### src/rtl/shift_arb.sv
// Round-robin two-port arbiter sequencing requests onto one shared 32-bit barrel shifter.
// Includes the shift32 shifter it drives; result/done/err are registered one cycle after the grant.

module shift32 (
   input  logic [31:0] in,
   input  logic [4:0]  shamt,
   input  logic        sll,
   input  logic        srl,
   input  logic        sra,
   output logic [31:0] out
);
   always_comb begin
      out = '0;
      if (sll)      out = in << shamt;
      else if (srl) out = in >> shamt;
      else if (sra) out = $signed(in) >>> shamt;
   end
endmodule

module shift_arb #(
   parameter bit PRIO_INIT = 1'b0
) (
   input  logic        m_clock,
   input  logic        p_reset,
   input  logic        a_req,
   input  logic [1:0]  a_op,
   input  logic [31:0] a_in,
   input  logic [4:0]  a_shamt,
   input  logic        b_req,
   input  logic [1:0]  b_op,
   input  logic [31:0] b_in,
   input  logic [4:0]  b_shamt,
   output logic        a_done,
   output logic        b_done,
   output logic [31:0] result,
   output logic        err
);
   typedef enum logic [1:0] {IDLE = 2'd0, BUSY_A = 2'd1, BUSY_B = 2'd2} state_t;

   // Handshake: a request is held until its done pulse; a port whose done is high is not
   // eligible that cycle, so the same request is never granted twice.
   state_t      state;
   logic        last;        // 0 = A granted most recently, 1 = B
   logic        a_elig, b_elig;
   logic [1:0]  sel_op;
   logic [31:0] sel_in;
   logic [4:0]  sel_shamt;
   logic        sh_sll, sh_srl, sh_sra;
   logic [31:0] sh_out;

   assign a_elig = a_req & ~a_done;
   assign b_elig = b_req & ~b_done;

   always_comb begin
      state     = IDLE;
      sel_op    = 2'b00;
      sel_in    = '0;
      sel_shamt = '0;
      if (a_elig && b_elig) state = last ? BUSY_A : BUSY_B;
      else if (a_elig)      state = BUSY_A;
      else if (b_elig)      state = BUSY_B;
      case (state)
         BUSY_A: begin
            sel_op    = a_op;
            sel_in    = a_in;
            sel_shamt = a_shamt;
         end
         BUSY_B: begin
            sel_op    = b_op;
            sel_in    = b_in;
            sel_shamt = b_shamt;
         end
         default: ;
      endcase
   end

   // An illegal op (00) or no grant leaves all controls low, so the shifter outputs 0.
   assign sh_sll = (sel_op == 2'b01);
   assign sh_srl = (sel_op == 2'b10);
   assign sh_sra = (sel_op == 2'b11);

   shift32 u_shift (
      .in    (sel_in),
      .shamt (sel_shamt),
      .sll   (sh_sll),
      .srl   (sh_srl),
      .sra   (sh_sra),
      .out   (sh_out)
   );

   always_ff @(posedge m_clock) begin
      if (p_reset) begin
         result <= '0;
         a_done <= 1'b0;
         b_done <= 1'b0;
         err    <= 1'b0;
         last   <= ~PRIO_INIT;
      end else begin
         a_done <= (state == BUSY_A);
         b_done <= (state == BUSY_B);
         err    <= (state != IDLE) && (sel_op == 2'b00);
         if (state != IDLE) begin
            result <= sh_out;
            last   <= (state == BUSY_B);
         end
      end
   end
endmodule

### config.mk
export PLATFORM = sky130hd
export DESIGN_NAME = shift_arb
export DESIGN_NICKNAME = d
export VERILOG_FILES = /design/src/rtl/shift_arb.sv
export SDC_FILE = /design/constraint.sdc
export NUM_CORES = 1
export LEC_CHECK = 0
export CORE_MARGIN = 4
export CORE_UTILIZATION = 40
export CTS_BUF_LIST = sky130_fd_sc_hd__clkbuf_16
export DETAILED_ROUTE_END_ITERATION = 7
export PLACE_DENSITY = 0.59
export SETUP_SLACK_MARGIN = 0.1
export SLEW_MARGIN = 30
export SYNTH_ARGS = -nofsm -noshare
export SYNTH_HDL_FRONTEND = slang
export SYNTH_SLANG_ARGS = --single-unit
### constraint.sdc
create_clock -name m_clock -period 4.73 [get_ports m_clock]
set_clock_uncertainty 0.1 [all_clocks]
set_input_delay 0.946 -clock m_clock [delete_from_list [all_inputs] [get_ports m_clock]]
set_output_delay 0.946 -clock m_clock [all_outputs]
set_load 0.01 [all_outputs]
==> metrics.yaml <==
routing:
  finalWirelength_um: 37400
  ant_nets: 0
  drt_iter0_drc: 1507
  routedWlPerCell_um: 27.3
  drc: 0
  vias_per_cell: 7.11
  routed-via-count: 9735
  first_pass_iters: 6
synth:
  mappedNetlistArea_um2: 6640
  async_flop_share_pct: 0
  yosysSeqAreaShare_pct: 10.9
  synth_top_area_share_pct: 10.9
  yosysUniqueCellTypes: 81
  synthTopCellsByArea: "dfxtp_1, nand2_1, o21ai_0"
  ys_seq_elements: 36
  syn_avg_cell_area_um2: 6.74
  yosys.area.top_type: "dfxtp_1"
  ys_warn_count: 0
  synth-edff-count: 0
  syn-num-nets: 1070
  syn_inst: 985
  synthFlopType: "dfxtp_1"
sta:
  layout_min_cycle_time_ns: 4.47
  rsz0062_at_grt: "no"
  setup_viol: 0
  max_freq_mhz: 223
  tightest_slew_ns: 0.699
  slew_headroom_pct: 53.4
  finalCritPeriodShare_pct: 94.6
  hold_viol_final: 0
  slew_violations: 0
  finalWorstSetupSlack_ns: 0.255
  timing.hold.ws_ns: 0.351
layout:
  drive_above_1_share_pct: 17.4
  diodes: 0
  regArea_um2: 721
  area_growth_pct: 33.3
  multi_input_area_um2: 5380
  fillers: 1570
  finalNetCount: 1239
job:
  drv_cap: 0
critical_path:
  cp_num_buf_inv: 3
  critPathKind: "in2reg"
  critPathSlowestCell: "a2111oi_1"
  worst_ep_required_time_ns: 4.87
  cp_max_fo: 27
  cp-start-kind: "primary input"
  worst_setup_path_end_kind: "flip-flop"
  slowest_delay_ns: 0.58
  arrival_ns: 4.61
  crit_path_frequent_cell: "buf_4"
  cpLargestDelayFamily: "compound AO/OA/AOI/OAI gates"
  crit_chain: "clkdlybuf4s50_1 -> nand2b_1 -> o21ai_1 -> ha_2 -> buf_4 -> o21ai_0 -> nand2_1 -> o221ai_2 -> o22a_1 -> o32ai_1 -> nor2_1 -> a2111oi_1 -> buf_4 -> a211o_1"
clocking:
  cts_sinks: 36
  clk_latency_ns: 0.29
  cts_htree_levels: 2
  cts_tree: "done"
  numCtsBuffers: 5
  post-cts-setup-buffers: 0
  cts_root_buf: "clkbuf_16"
  clk_pin_slew_ns: 0.06
  clock_path_buffers: 2
power:
  ir_drop_v: 0.000142
  power_density_nw_per_um2: 261
  p_leak_nw: 3.15
placement:
  place_congestion: 1.09
  io_buffer_count: 116
  hpwl_um: 29300
  place_ws_ns: -0.196
floorplan:
  coreArea_um2: 16100
  initial_utilization_pct: 41.3
  die-area_um2: 18700
  die-width_um: 137
  die_h_um: 137
  rows: 46
  ios: 117
global_routing:
  grt.total_usage_pct: 38.7
  antenna_found_initial: 0
  grt_pass1_wl_um: 54700
  grt_overflow: 0
  first_global_vias: 8892
  grt_max_degree: 54
min_path:
  min_path_type: "reg2reg"
status:
  status: "complete, no violations"
## kinds of logic (layout without fill, tap and decap cells)
family	after synthesis	count (layout)	share of synthesized area, %
DFF	36	36	10.9
AOI/OAI and AO/OA	468	468	52.4
adders and majority gates	3	3	0.566
and+or+nand+nor	343	343	23.3
muxes	29	29	4.54
buffers and inverters	106	275	8.30
## path summary, 6_finish.rpt
kind	from	end	slack, ns	cells after the start
worst max-delay path	b_req	result[13]$_SDFFE_PP0P_	0.26	14
worst min-delay path	result[30]$_SDFFE_PP0P_	result[30]$_SDFFE_PP0P_	0.35	2
worst max register to register	b_done$_SDFF_PP0_	result[13]$_SDFFE_PP0P_	0.99	13
worst min register to register	result[30]$_SDFFE_PP0P_	result[30]$_SDFFE_PP0P_	0.35	2
## timing repair
item,CTS,global route
hold buffers,0,0
setup endpoints to repair,1,8
gates resized for setup,1,1
pin swaps,0,1
## power by group
part | internal [mW] | switching [mW]
Combinational | 0.615 | 1.02
Sequential | 0.333 | 0.0153
Clock | 0.189 | 0.137
## metal layers
layer  vias to the layer above  GRT usage, %  share of wire, %  routed length [um]
li1                       4184             -                 -                   -
met3                       182          9.30                12                4640
met1                      4564          51.2                39               14500
met2                       805          58.2                42               15900
met5                         -             0                 0                   0
met4                         0          20.3               6.5                2440
## state kept, by name (all words and copies together), names as in the netlist
name,flops
a_done,1
b_done,1
err,1
last,1
result,32
## worst reg2reg max path, cell delays in order (launching register included)
cell and delay [ns]:
dfxtp_1 0.30, nand2b_1 0.15, o21ai_1 0.29, ha_2 0.41, buf_4 0.35, o21ai_0 0.19, nand2_1 0.14, o221ai_2 0.14
o22a_1 0.34, o32ai_1 0.34, nor2_1 0.08, a2111oi_1 0.58, buf_4 0.20, a211o_1 0.08
## metrics by stage
step           setup TNS, ns  util, %  power (mW)  std cells  instance area, um^2
2_1_floorplan              0        -        1.20        985                 6640
3_3_place_gp          -0.151     54.2        1.92       1363                 8710
3_5_place_dp          -0.232     54.2        1.91       1363                 8710
4_1_cts                    0     55.1        2.23       1370                 8840
5_1_grt                    0     55.1        2.37       1370                 8840
6_report                   0     55.1        2.31       1370                 8840
## cells in the final DEF, fill, tap and decap left out, drive strengths merged, types with 7 or more instances in the layout
| cell | instances |
|---|---|
| nand2b | 16 |
| and2 | 7 |
| a211o | 9 |
| o32ai | 10 |
| nand4 | 7 |
| mux2 | 9 |
| o21ai | 111 |
| o22a | 15 |
| clkdlybuf4s50 | 116 |
| a22o | 8 |
| nand2 | 159 |
| dfxtp | 36 |
| a221oi | 17 |
| mux2i | 20 |
| a2111oi | 9 |
| a2bb2oi | 34 |
| nor2 | 94 |
| a211oi | 12 |
| nor3 | 29 |
| buf | 133 |
| nand3 | 12 |
| a31oi | 18 |
| o22ai | 42 |
| a311oi | 9 |
| a21oi | 64 |
| o21a | 10 |
| inv | 19 |
| o221ai | 33 |
| a22oi | 18 |
## cells in the mapped netlist, drive strengths merged, types with 19 or more instances
cell / instances
mux2i: 20
o22ai: 42
nor3: 29
dfxtp: 36
a2bb2oi: 34
a21oi: 64
inv: 19
o221ai: 33
clkbuf: 39
buf: 48
nor2: 94
o21ai: 111
nand2: 159
## final cells by class
type,count,share of cell area (%)
Multi-Input combinational cell,843,60.8
Timing Repair Buffer,249,25.7
Sequential cell,36,8.15
Tap cell,216,3.06
Clock buffer,5,1.42
Inverter,19,0.807
Clock inverter,2,0.0849
Power figures use the tool's default switching activity.
